## src/rtl/fetch_ctrl_if.sv

```systemverilog
// fetch_ctrl_if -- instruction-fetch handshake bundle.
//   imem_req_*  : fetch request to instruction memory (valid/ready, address)
//   imem_resp_* : instruction memory response (valid, data)
//   inst_*      : buffered instruction towards decode (valid/ready, data, pc)
// Modports: master = fetch controller side, slave = memory/decode side.
interface fetch_ctrl_if;
    logic        imem_req_valid;
    logic [31:0] imem_req_addr;
    logic        imem_req_ready;
    logic        imem_resp_valid;
    logic [31:0] imem_resp_data;
    logic        inst_valid;
    logic [31:0] inst_data;
    logic [31:0] inst_pc;
    logic        inst_ready;

    modport master (
        output imem_req_valid, imem_req_addr, inst_valid, inst_data, inst_pc,
        input  imem_req_ready, imem_resp_valid, imem_resp_data, inst_ready
    );

    modport slave (
        input  imem_req_valid, imem_req_addr, inst_valid, inst_data, inst_pc,
        output imem_req_ready, imem_resp_valid, imem_resp_data, inst_ready
    );
endinterface

```

## src/rtl/fetch_ctrl.sv

```systemverilog
// fetch_ctrl -- single-outstanding instruction fetch controller.
// Ports:
//   clk, rst        : clock, synchronous active-high reset
//   pc_curr/pc_next : current PC in, combinational next PC out
//   bus (master)    : imem request/response and decode instruction buffer
//   redirect_valid/redirect_addr, trap_valid : control-flow redirects
//   fetch_misalign  : registered one-cycle pulse on a misaligned redirect
module fetch_ctrl #(
    parameter logic [31:0] RESET_ADDR = 32'h0000_0000,
    parameter logic [31:0] TRAP_VEC   = 32'h0000_0100
) (
    input  logic         clk,
    input  logic         rst,
    input  logic [31:0]  pc_curr,
    output logic [31:0]  pc_next,
    fetch_ctrl_if.master bus,
    input  logic         redirect_valid,
    input  logic [31:0]  redirect_addr,
    input  logic         trap_valid,
    output logic         fetch_misalign
);

    typedef enum logic [2:0] {IDLE, REQ, WAIT, HOLD, DRAIN} state_t;

    state_t      state_q, state_d;
    logic [31:0] inst_data_q, inst_pc_q;
    logic        misalign_q, misalign_d;
    logic        capture;
    logic        req_valid;
    logic        redirect;
    logic        addr_misaligned;
    logic [31:0] target;

    assign redirect        = (trap_valid || redirect_valid) && (state_q != IDLE);
    assign addr_misaligned = (redirect_addr[1:0] != 2'b00);
    assign target          = (trap_valid || addr_misaligned) ? TRAP_VEC : redirect_addr;

    always_comb begin
        state_d    = state_q;
        pc_next    = pc_curr;
        req_valid  = 1'b0;
        capture    = 1'b0;
        misalign_d = 1'b0;

        case (state_q)
            IDLE: state_d = REQ;
            REQ: begin
                req_valid = 1'b1;
                if (redirect)
                    // An accepted request still owes a response that must be dropped.
                    state_d = bus.imem_req_ready ? DRAIN : REQ;
                else if (bus.imem_req_ready)
                    state_d = WAIT;
            end
            WAIT: begin
                if (redirect)
                    state_d = bus.imem_resp_valid ? REQ : DRAIN;
                else if (bus.imem_resp_valid) begin
                    capture = 1'b1;
                    state_d = HOLD;
                end
            end
            HOLD: begin
                if (redirect)
                    state_d = REQ;
                else if (bus.inst_ready) begin
                    pc_next = pc_curr + 32'd4;
                    state_d = REQ;
                end
            end
            DRAIN: begin
                // A redirect here does not change anything: the stale response
                // is still owed, so leave as soon as it arrives.
                if (bus.imem_resp_valid)
                    state_d = REQ;
            end
            default: state_d = IDLE;
        endcase

        if (redirect) begin
            pc_next    = target;
            misalign_d = !trap_valid && addr_misaligned;
        end

        if (rst)
            pc_next = RESET_ADDR;
    end

    always_ff @(posedge clk) begin
        if (rst) begin
            state_q     <= IDLE;
            inst_data_q <= '0;
            inst_pc_q   <= '0;
            misalign_q  <= 1'b0;
        end else begin
            state_q    <= state_d;
            misalign_q <= misalign_d;
            if (capture) begin
                inst_data_q <= bus.imem_resp_data;
                inst_pc_q   <= pc_curr;
            end
        end
    end

    // Outputs are forced quiet for the whole reset cycle, not only after the edge.
    assign bus.imem_req_valid = req_valid && !rst;
    assign bus.imem_req_addr  = pc_curr;
    assign bus.inst_valid     = (state_q == HOLD) && !rst;
    assign bus.inst_data      = rst ? '0 : inst_data_q;
    assign bus.inst_pc        = rst ? '0 : inst_pc_q;
    assign fetch_misalign     = misalign_q && !rst;

endmodule

```

## src/flat_wrapper.sv

```systemverilog
// flat-port wrapper written by rule: the top's interface ports become plain ports
module fetch_ctrl_flat 
#(
    parameter logic [31:0] RESET_ADDR = 32'h0000_0000,
    parameter logic [31:0] TRAP_VEC   = 32'h0000_0100
)
  (clk, rst, pc_curr, pc_next, redirect_valid, redirect_addr, trap_valid, fetch_misalign, bus_imem_req_valid, bus_imem_req_addr, bus_inst_valid, bus_inst_data, bus_inst_pc, bus_imem_req_ready, bus_imem_resp_valid, bus_imem_resp_data, bus_inst_ready);
  fetch_ctrl_if bus_i ();
  input  logic clk;
  input  logic rst;
  input  logic [31:0] pc_curr;
  output logic [31:0] pc_next;
  input  logic redirect_valid;
  input  logic [31:0] redirect_addr;
  input  logic trap_valid;
  output logic fetch_misalign;
  output wire logic [$bits(bus_i.imem_req_valid)-1:0] bus_imem_req_valid;
  output wire logic [$bits(bus_i.imem_req_addr)-1:0] bus_imem_req_addr;
  output wire logic [$bits(bus_i.inst_valid)-1:0] bus_inst_valid;
  output wire logic [$bits(bus_i.inst_data)-1:0] bus_inst_data;
  output wire logic [$bits(bus_i.inst_pc)-1:0] bus_inst_pc;
  input wire logic [$bits(bus_i.imem_req_ready)-1:0] bus_imem_req_ready;
  input wire logic [$bits(bus_i.imem_resp_valid)-1:0] bus_imem_resp_valid;
  input wire logic [$bits(bus_i.imem_resp_data)-1:0] bus_imem_resp_data;
  input wire logic [$bits(bus_i.inst_ready)-1:0] bus_inst_ready;
  assign bus_imem_req_valid = bus_i.imem_req_valid;
  assign bus_imem_req_addr = bus_i.imem_req_addr;
  assign bus_inst_valid = bus_i.inst_valid;
  assign bus_inst_data = bus_i.inst_data;
  assign bus_inst_pc = bus_i.inst_pc;
  assign bus_i.imem_req_ready = bus_imem_req_ready;
  assign bus_i.imem_resp_valid = bus_imem_resp_valid;
  assign bus_i.imem_resp_data = bus_imem_resp_data;
  assign bus_i.inst_ready = bus_inst_ready;
  fetch_ctrl #(.RESET_ADDR(RESET_ADDR), .TRAP_VEC(TRAP_VEC)) u_core (.clk(clk), .rst(rst), .pc_curr(pc_curr), .pc_next(pc_next), .bus(bus_i), .redirect_valid(redirect_valid), .redirect_addr(redirect_addr), .trap_valid(trap_valid), .fetch_misalign(fetch_misalign));
endmodule
```

## config.mk

```make
export PLATFORM = sky130hd
export DESIGN_NAME = fetch_ctrl_flat
export DESIGN_NICKNAME = d
export VERILOG_FILES = /design/src/rtl/fetch_ctrl_if.sv /design/src/rtl/fetch_ctrl.sv /design/src/flat_wrapper.sv
export SDC_FILE = /design/constraint.sdc
export NUM_CORES = 1
export LEC_CHECK = 0
export BUFFER_PORTS_ARGS = -buffer_cell sky130_fd_sc_hd__buf_4
export CORE_AREA = 8 8 102 104
export DETAILED_ROUTE_END_ITERATION = 7
export DIE_AREA = 0 0 110 112
export GPL_ROUTABILITY_DRIVEN = 0
export GPL_TIMING_DRIVEN = 0
export HOLD_SLACK_MARGIN = 0.03
export PLACE_DENSITY = 0.95
export RECOVER_POWER = 50
export SYNTH_ARGS = -nofsm -noshare
export SYNTH_HDL_FRONTEND = slang
export SYNTH_SLANG_ARGS = --single-unit
```

## constraint.sdc

```tcl
create_clock -name clk -period 4.2 [get_ports clk]
set_input_delay 0.21 -clock clk [delete_from_list [all_inputs] [get_ports clk]]
set_output_delay 0.21 -clock clk [all_outputs]
set_load 0.005 [all_outputs]
```

# Word level (Yosys, flattened, before mapping)
# Cells that the tools add are included.
# op_classes
addsub	1
n_eq_ne	8
mux	21
bitwise	1
n_reduce_logical	14
# ops
op	count
$mux 32	7
$add 32x3->32 const B	1
$mux 3	9
$pmux 3 s5	1
$ne 3x2->1 const B	3
$eq 3x2->1 const B	2
$logic_and 1x1->1	5
$mux 1	4
$reduce_and 4->1	1
$eq 3x1->1 const B	1
$eq 3x3->1 const B	1
$logic_not 3->1	1
$reduce_bool 3->1	1
$logic_not 1->1	2
$logic_or 1x1->1	2
$ne 2x2->1 const B	1
$reduce_bool 2->1	1
$reduce_or 2->1	1
$not 1->1	1
# word_totals
register_bits	68
in_bits	103
out_inout_bits	131
elab_cells	49

# Longest topological paths before layout
# Gate-level depths: netlist of the first run.
# depth
ltp_word	5
depth_mapped	7
mapped_depth_nobuf	6

# Worst setup path after synthesis of the first run
# No wires, ideal clock.
# synth_path
kind	flip-flop to output port
start	reg u_core.state_q[1]
end	out pc_next[23]
arrival_ps	1730
t_required_ps	3990
slack_ps	2260
path_stages_with_launch	7
path_buffers	3
path_cell_list	dfxtp_1 > clkbuf_1 > o32ai_1 > clkbuf_1 > clkbuf_1 > a21oi_1 > a311oi_1
# synth_via
elab_chain_cells	4
elab_cells_between_ends	6
# synth_rtl
item	line	text
from (decl)	fetch_ctrl.sv:25	state_t state_q, state_d;
from (signal assigned)	fetch_ctrl.sv:96	state_q <= state_d;
$eq 3x2->1 or $reduce_bool 3->1 (tied branches)	fetch_ctrl.sv:45, fetch_ctrl.sv:34	
$mux 32 or $logic_and 1x1->1 (tied branches)	fetch_ctrl.sv:45, fetch_ctrl.sv:34	
$mux 32 *	fetch_ctrl.sv:80	if (redirect) begin
$mux 32 *	fetch_ctrl.sv:85	if (rst)
to (decl)	flat_wrapper.sv:12	output logic [31:0] pc_next;
# Every way passes the cells marked *; elsewhere a longest branch is shown, timed or not.

# Worst setup path in the final report of the first run
# layout_path
start	reg u_core.state_q[1]
end	out pc_next[22]
# Same word-level chain as after synthesis.

==> summary.md, run 1 <==
| Metric | Value |
|---|---|
| Outcome | `finished clean` |
| Net switching fraction of the power | `0.2691` |
| Total routing usage reported by global routing | `0.2473` |
| Number of distinct library cells after synthesis | `44` |
| Net switching component of the power | `0.4225 mW` |
| Clock network latency to the later pin of the worst-skew pair | `0.34 ns` |
| Smallest setup slack after layout | `1.270 ns` |
| Clock transition at the register clock pins on the worst setup and hold paths after CTS | `0.08 ns` |
| Met3 WL post-DR | `1606 um` |
| Setup repair after global routing missed its margin | `false` |
| Final sum of negative setup slack | `0 ns` |
| Via-to-Cell Ratio | `5.232` |
| Die Width | `110 um` |
| Drt initial violations | `305` |
| Clock power share | `0.372` |
| Cell Rows | `35` |
| Number of antenna repair diodes | `0` |
| Number of I/O port buffers | `232` |
| Mean Syn Cell Area | `7.262 um^2` |
| Post-synth top area cell | `sky130_fd_sc_hd__dfxtp_1` |
| Post-synthesis sequential area ratio | `0.3221` |
| Worst Hold Class | `input pin to flip-flop` |
| Root Driver | `sky130_fd_sc_hd__clkbuf_8` |
| Startpoint type of the worst setup path | `flip-flop` |
| Post-synthesis cell count | `582` |
| Number of storage elements in the synthesis netlist | `68` |
| # Post-CTS Setup Buffers | `0` |
| Layout net count | `929` |
| Hold buffers post-CTS | `0` |
| Worst Skew | `0.008625 ns` |
| Static power due to leakage | `2.439 nW` |
| Routed metal-1 wirelength | `5830 um` |
| Number of failing hold endpoints at the final stage | `0` |
| Antenna viol nets, final | `0` |
| Clock tree from TritonCTS | `yes` |
| Placement Setup Slack | `1.657 ns` |
| Logic pwr share | `0.214` |
| Area added between synthesis and finish | `45.23%` |
| Via count of the first global-routing pass | `4888` |
| Total length of routed wires | `15790 um` |
| Number of placed I/O pins | `234` |
| Global-route wire length before repair | `24270 um` |
| Maximum number of pins on one net before global-route repair | `13` |
| Number of buffers between clock root and the deepest sink | `2` |
| Detailed-placement wirelength estimate | `12650 um` |
| VDD IR-drop max | `0.1984 mV` |
| Crit path kind | `flip-flop to output pin` |
| Worst endpoint data arrival time | `2.72 ns` |
| CTS H-Tree Depth | `3` |
| Number of antenna violations at the first check in global routing | `0` |
| Maximum capacitance violations | `0` |
| DRC errors left | `0` |
| Peak fanout along the critical path | `10` |
| Internal portion of total power | `1.147 mW` |
| Count of yosys warnings during synthesis | `0` |
| Fill cells | `838` |
| Worst Path Required | `3.99 ns` |
| Peak Freq | `0.3413 GHz` |
| Final routed wire length divided by cell count | `16.80 um` |
| Post-Syn Nets | `686` |
| CTS sink count | `68` |
| PD cells | `255.7 mW/mm^2` |
| Vertical die dimension | `112 um` |
| Number of resized instances in the post-cts repair step | `0` |
| Initial core utilization | `0.4754` |
| First drt pass iteration count | `5` |
| Proportion of layout cells with a drive suffix above 1 | `0.2955` |
| Area contributors post-synth | `sky130_fd_sc_hd__dfxtp_1 32%, sky130_fd_sc_hd__nand2_1 13%, sky130_fd_sc_hd__a21oi_1 10%` |
| Total Die Area | `0.01232 mm^2` |
| Post-synth top flop | `sky130_fd_sc_hd__dfxtp_1` |
| Area fraction of the dominant cell type after synthesis | `0.3221` |
| Sequential share of power | `0.413` |
| Via Count | `4918` |
| CTS Buf Count | `9` |
| Core Footprint | `0.008890 mm^2` |
| Shortest clock period the worst path allows after layout | `2.930 ns` |
| Max Used Layer | `met4` |
| Kind of end point of the critical path | `output pin` |
| Final worst-path cycle share | `0.6977` |
| Number of synthesized flops with an enable pin | `0` |
| Share of flip-flops with an asynchronous set or reset | `0` |
| Post-Synthesis Cell Area | `0.004227 mm^2` |
| Slew margin rel. | `0.1620` |
| Total congestion overflow after global routing | `0` |
| Met2 Wirelength | `7993 um` |
| Final setup violating endpoints | `0` |
| Worst Max-Slew Pin Slew | `1.247 ns` |
| Slew Viols, Final | `0` |
==> area by class of cell <==
class / count / area (um^2) / area share
Multi-Input combinational cell: 430 / 2420 / 0.3942
Tap cell: 111 / 138.9 / 0.02263
Clock inverter: 6 / 88.84 / 0.01447
Inverter: 8 / 30.03 / 0.004892
Timing Repair Buffer: 232 / 1562 / 0.2544
Sequential cell: 68 / 1361 / 0.2218
Buffer: 76 / 414.1 / 0.06747
Clock buffer: 9 / 123.9 / 0.02018
==> sequential cells by signal, summed over array words and instances (netlist names) <==
signal and flops:
u_core.inst_pc_q 32, u_core.misalign_q 1, u_core.inst_data_q 32, u_core.state_q 3
==> worst max-delay path, cell delays in order (launching register included) <==
cell and delay [ns]:
sky130_fd_sc_hd__dfxtp_1 0.33, sky130_fd_sc_hd__clkbuf_1 0.21, sky130_fd_sc_hd__o32ai_1 0.45, sky130_fd_sc_hd__clkbuf_1 0.43, sky130_fd_sc_hd__buf_1 0.46, sky130_fd_sc_hd__a21oi_1 0.10, sky130_fd_sc_hd__a211oi_1 0.25, sky130_fd_sc_hd__buf_4 0.16
==> kinds of logic (layout without fill, tap and decap cells) <==
family / count (synthesis) / in the layout / synth area share
compound gates: 126 / 126 / 0.1764
xor+xnor: 26 / 26 / 0.05388
mux: 3 / 3 / 0.007105
buf+inv: 84 / 331 / 0.1054
simple gates: 274 / 274 / 0.3322
flops: 68 / 68 / 0.3221
fa+ha+maj: 1 / 1 / 0.002960
==> metal layers <==
metal  vias to the layer above  GRT usage
met1                      2260     0.2715
met3                        28    0.08261
met5                         -          0
met2                       214     0.4290
met4                         0    0.08108
li1                       2416          -
==> cell usage in the layout (no fill, tap or decap), drive strengths merged <==
cell / netlist / routed
and4b: 1 / 1
o31ai: 1 / 1
or2: 1 / 1
nor4b: 2 / 2
and4: 4 / 4
inv: 8 / 9
a211oi: 19 / 19
o21ai: 4 / 4
dfxtp: 68 / 68
nor2: 9 / 9
a22o: 8 / 8
xnor2: 19 / 19
a221oi: 1 / 1
and3: 3 / 3
clkinvlp: 0 / 2
ha: 1 / 1
a31oi: 1 / 1
nand3: 8 / 8
nand4: 8 / 8
o32ai: 1 / 1
buf: 37 / 174
nor3: 13 / 13
a311oi: 3 / 3
or3: 5 / 5
mux2i: 3 / 3
clkinv: 0 / 1
a21oi: 86 / 86
xor2: 7 / 7
nand2: 141 / 141
nor2b: 66 / 66
nor4: 5 / 5
nor3b: 2 / 2
or4: 1 / 1
clkbuf: 39 / 143
bufinv: 0 / 2
nand4b: 1 / 1
o211ai: 2 / 2
and2: 4 / 4
==> worst paths after layout <==
path                            cells past startpoint  slack, ns                           startpoint                                  end
worst max-delay path                                7       1.27       u_core.state_q[1]$_SDFFE_PP0P_                          pc_next[22]
worst min-delay path                                2       0.06                           trap_valid         u_core.misalign_q$_SDFF_PP0_
worst max register to register                      6       1.46       u_core.state_q[2]$_SDFFE_PP0P_    u_core.inst_pc_q[13]$_SDFFE_PP0P_
worst min register to register                      2       0.45  u_core.inst_data_q[23]$_SDFFE_PP0P_  u_core.inst_data_q[23]$_SDFFE_PP0P_
==> stage by stage <==
| stage | utilization | area [um^2] | hold WS (ns) | instances | power, mW |
|---|---|---|---|---|---|
| after floorplan | - | 4227 | 0.2885 | 582 | 0.8067 |
| after global placement | 0.6870 | 6107 | 0.4148 | 925 | 1.008 |
| after detailed placement | 0.6875 | 6112 | 0.4160 | 925 | 1.014 |
| after CTS | 0.7115 | 6325 | 0.04757 | 940 | 1.593 |
| after global routing | 0.6905 | 6138 | 0.05952 | 940 | 1.635 |
| final | 0.6905 | 6138 | 0.06411 | 940 | 1.570 |
==> power groups by stage <==
stage	registers, mW	clock network [mW]	logic [mW]
floorplan	0.664	0	0.143
global placement	0.664	0	0.344
detailed placement	0.664	0	0.350
CTS	0.649	0.593	0.351
global route	0.649	0.619	0.366
finish	0.649	0.585	0.336
==> synth_stat cells (2+ instances only) <==
master,instances
sky130_fd_sc_hd__inv_1,8
sky130_fd_sc_hd__and4_1,4
sky130_fd_sc_hd__nor3_1,8
sky130_fd_sc_hd__o211ai_1,2
sky130_fd_sc_hd__dfxtp_1,68
sky130_fd_sc_hd__a21oi_1,86
sky130_fd_sc_hd__a211oi_1,17
sky130_fd_sc_hd__and3_1,3
sky130_fd_sc_hd__nor3_2,5
sky130_fd_sc_hd__buf_4,32
sky130_fd_sc_hd__or3_1,5
sky130_fd_sc_hd__nor3b_1,2
sky130_fd_sc_hd__xor2_1,7
sky130_fd_sc_hd__nor4b_1,2
sky130_fd_sc_hd__buf_1,2
sky130_fd_sc_hd__a311oi_1,3
sky130_fd_sc_hd__xnor2_1,19
sky130_fd_sc_hd__a211oi_2,2
sky130_fd_sc_hd__nor2_1,9
sky130_fd_sc_hd__nand2_1,141
sky130_fd_sc_hd__and2_1,4
sky130_fd_sc_hd__a22o_1,8
sky130_fd_sc_hd__clkbuf_1,39
sky130_fd_sc_hd__nor2b_1,66
sky130_fd_sc_hd__nand3_1,7
sky130_fd_sc_hd__nand4_1,7
sky130_fd_sc_hd__nor4_1,3
sky130_fd_sc_hd__nor4_4,2
sky130_fd_sc_hd__buf_2,2
sky130_fd_sc_hd__mux2i_1,3
sky130_fd_sc_hd__o21ai_0,3
Note: power is estimated with default switching activity, not from simulation.
==> inputs of run 2 (changes only) <==
--- a/config.mk
+++ b/config.mk
@@ -6,13 +6,13 @@
 export NUM_CORES = 1
 export LEC_CHECK = 0
 export BUFFER_PORTS_ARGS = -buffer_cell sky130_fd_sc_hd__buf_4
-export CORE_AREA = 8 8 102 104
+export CORE_AREA = 8 8 106 108
 export DETAILED_ROUTE_END_ITERATION = 7
-export DIE_AREA = 0 0 110 112
+export DIE_AREA = 0 0 114 116
 export GPL_ROUTABILITY_DRIVEN = 0
 export GPL_TIMING_DRIVEN = 0
 export HOLD_SLACK_MARGIN = 0.03
-export PLACE_DENSITY = 0.95
+export PLACE_DENSITY = 0.92
 export RECOVER_POWER = 50
 export SYNTH_ARGS = -nofsm -noshare
 export SYNTH_HDL_FRONTEND = slang
==> constraint.sdc (replaced) <==
create_clock -name clk -period 2.7 [get_ports clk]
set_input_delay 0.135 -clock clk [delete_from_list [all_inputs] [get_ports clk]]
set_output_delay 0.135 -clock clk [all_outputs]
set_load 0.005 [all_outputs]
==> run 2 against run 1 <==
Against the previous run: sequential cell count stayed put; critical path depth fell by 1; cell count increased by 3.8%; first-iteration DRC count rose by 18%; global-route usage decreased by 1.5 points; clock skew about the same; sequential share of layout area is 0.59 points lower; wire length is 3.7% higher; sequential power rose by 56%; register-to-register slack got worse by 1.2 ns.
==> summary.md, run 2 (synthesized netlist as in run 1, its figures left out) <==
| Metric | Value |
|---|---|
| Outcome | `finished clean` |
| Peak Freq | `0.3864 GHz` |
| Final setup violating endpoints | `0` |
| Commonest cells after routing, fill and taps aside | `171 x sky130_fd_sc_hd__buf_4, 141 x sky130_fd_sc_hd__nand2_1, 93 x sky130_fd_sc_hd__clkbuf_1` |
| Maximum number of pins on one net before global-route repair | `14` |
| CTS Buf Count | `9` |
| Detailed-placement wirelength estimate | `12640 um` |
| Slew margin rel. | `0.4703` |
| Clock power share | `0.374` |
| Crit path kind | `input pin to output pin` |
| Number of antenna repair diodes | `0` |
| Total congestion overflow after global routing | `0` |
| Total length of routed wires | `16380 um` |
| Final sum of negative setup slack | `0 ns` |
| Layout net count | `942` |
| Worst Max-Slew Pin Slew | `0.7910 ns` |
| Proportion of layout cells with a drive suffix above 1 | `0.2954` |
| DRC errors left | `0` |
| Via Count | `4975` |
| Vertical die dimension | `116 um` |
| CTS H-Tree Depth | `3` |
| Die Width | `114 um` |
| Slew Viols, Final | `0` |
| Via-to-Cell Ratio | `5.097` |
| Maximum capacitance violations | `0` |
| Final worst-path cycle share | `0.9585` |
| Logic pwr share | `0.219` |
| VDD IR-drop max | `0.2606 mV` |
| Worst Path Required | `2.57 ns` |
| Area added between synthesis and finish | `49.17%` |
| PD cells | `393.7 mW/mm^2` |
| Number of placed I/O pins | `234` |
| Number of antenna violations at the first check in global routing | `0` |
| Core Footprint | `0.009549 mm^2` |
| Clock tree from TritonCTS | `yes` |
| Net switching component of the power | `0.6777 mW` |
| Number of buffers between clock root and the deepest sink | `2` |
| Via count of the first global-routing pass | `4808` |
| Sequential share of power | `0.407` |
| Launch point of the worst path | `trap_valid` |
| Antenna viol nets, final | `0` |
| Total routing usage reported by global routing | `0.2319` |
| Initial core utilization | `0.4426` |
| Root Driver | `sky130_fd_sc_hd__clkbuf_8` |
| Number of failing hold endpoints at the final stage | `0` |
| Drt initial violations | `361` |
| Worst Hold Class | `input pin to flip-flop` |
| Clock transition at the register clock pins on the worst setup and hold paths after CTS | `0.08 ns` |
| Setup repair after global routing missed its margin | `true` |
| Leading cell type in the layout, fill and taps excluded | `sky130_fd_sc_hd__buf_4` |
| Number of I/O port buffers | `232` |
| Cell Rows | `36` |
| Startpoint type of the worst setup path | `input pin` |
| CTS sink count | `68` |
| Net switching fraction of the power | `0.2730` |
| Shortest clock period the worst path allows after layout | `2.588 ns` |
| Peak fanout along the critical path | `9` |
| Worst r2r src | `u_core.state_q[2]$_SDFFE_PP0P_` |
| Total Die Area | `0.01322 mm^2` |
| Final routed wire length divided by cell count | `16.78 um` |
| Power consumption | `2.482 mW` |
| Internal portion of total power | `1.805 mW` |
| Global-route wire length before repair | `24330 um` |
| HP Start | `bus_imem_resp_data[9]` |
| First drt pass iteration count | `5` |
| Top flop regs | `u_core.inst_data_q: 32 flops, u_core.inst_pc_q: 32 flops, u_core.state_q: 3 flops` |
| Static power due to leakage | `2.485 nW` |
| Clock network latency to the later pin of the worst-skew pair | `0.33 ns` |
| Kind of end point of the critical path | `output pin` |
| Worst endpoint data arrival time | `2.45 ns` |
| Worst Skew | `0.008776 ns` |
## run 2: cell types whose count changed in the layout (fill, tap and decap cells not counted), moves of 2 or more
| cell | before | now |
|---|---|---|
| sky130_fd_sc_hd__clkbuf_4 | 46 | 40 |
| sky130_fd_sc_hd__buf_2 | 1 | 3 |
| sky130_fd_sc_hd__dlygate4sd3_1 | 0 | 10 |
| sky130_fd_sc_hd__clkinv_4 | 0 | 2 |
| sky130_fd_sc_hd__clkbuf_2 | 0 | 2 |
| sky130_fd_sc_hd__clkbuf_1 | 88 | 93 |
## run 2: through the flow
stage | setup slack, ns | std cells | utilization | area [um^2] | hold WS [ns]
6_report | 0.1122 | 976 | 0.6602 | 6305 | 0.04474
5_1_grt | -0.04860 | 976 | 0.6602 | 6305 | 0.03090
4_1_cts | 0.01708 | 972 | 0.6760 | 6455 | 0.03035
3_5_place_dp | 0.1541 | 947 | 0.6424 | 6135 | 0.3429
3_3_place_gp | 0.1756 | 947 | 0.6424 | 6135 | 0.3424
2_1_floorplan | 0.8355 | 582 | - | 4227 | 0.2135
## run 2: layer usage
layer / vias up / global-route usage / wire (um)
li1: 2442 / - / -
met1: 2302 / 0.2548 / 6431
met2: 199 / 0.4148 / 8292
met3: 32 / 0.05993 / 1184
met4: 0 / 0.09938 / 467
met5: - / 0 / 0
## run 2: timing repair
action | 4_1_cts | 5_1_grt
endpoints found under the hold margin | 9 | 1
pin swaps | 0 | 2
gates resized for setup | 3 | 6
setup buffers | 0 | 3
hold buffers | 9 | 1
endpoints found under the setup margin | 21 | 23
## run 2: worst max-delay path: stages
cell and delay, ns:
sky130_fd_sc_hd__dlygate4sd3_1 0.54, sky130_fd_sc_hd__buf_4 0.15, sky130_fd_sc_hd__nor3_1 0.49, sky130_fd_sc_hd__nor3b_2 0.76
sky130_fd_sc_hd__a22o_1 0.26, sky130_fd_sc_hd__buf_4 0.11
## run 2: path summary, 6_finish.rpt
kind                                               to  slack (ns)  cells after the start
setup reg to reg     u_core.inst_pc_q[8]$_SDFFE_PP0P_        0.25                      6
hold / removal     u_core.inst_data_q[9]$_SDFFE_PP0P_        0.04                      3
hold reg to reg   u_core.inst_data_q[26]$_SDFFE_PP0P_        0.45                      2
setup / recovery                          pc_next[15]        0.11                      6
## run 2: area by class of cell
type / count / area (um^2)
Fill cell: 908 / 3244
Multi-Input combinational cell: 430 / 2451
Timing Repair Buffer: 245 / 1654
Sequential cell: 68 / 1361
Buffer: 76 / 419.2
Tap cell: 133 / 166.4
Clock buffer: 9 / 123.9
Clock inverter: 7 / 98.84
Inverter: 8 / 30.03
## run 2: power by group through the flow
stage | registers, mW | clock network, mW | logic, mW
after global placement | 1.03 | 0 | 0.538
after floorplan | 1.03 | 0 | 0.223
final | 1.01 | 0.929 | 0.543
after global routing | 1.01 | 1.00 | 0.587
after detailed placement | 1.03 | 0 | 0.544
after CTS | 1.01 | 0.954 | 0.558
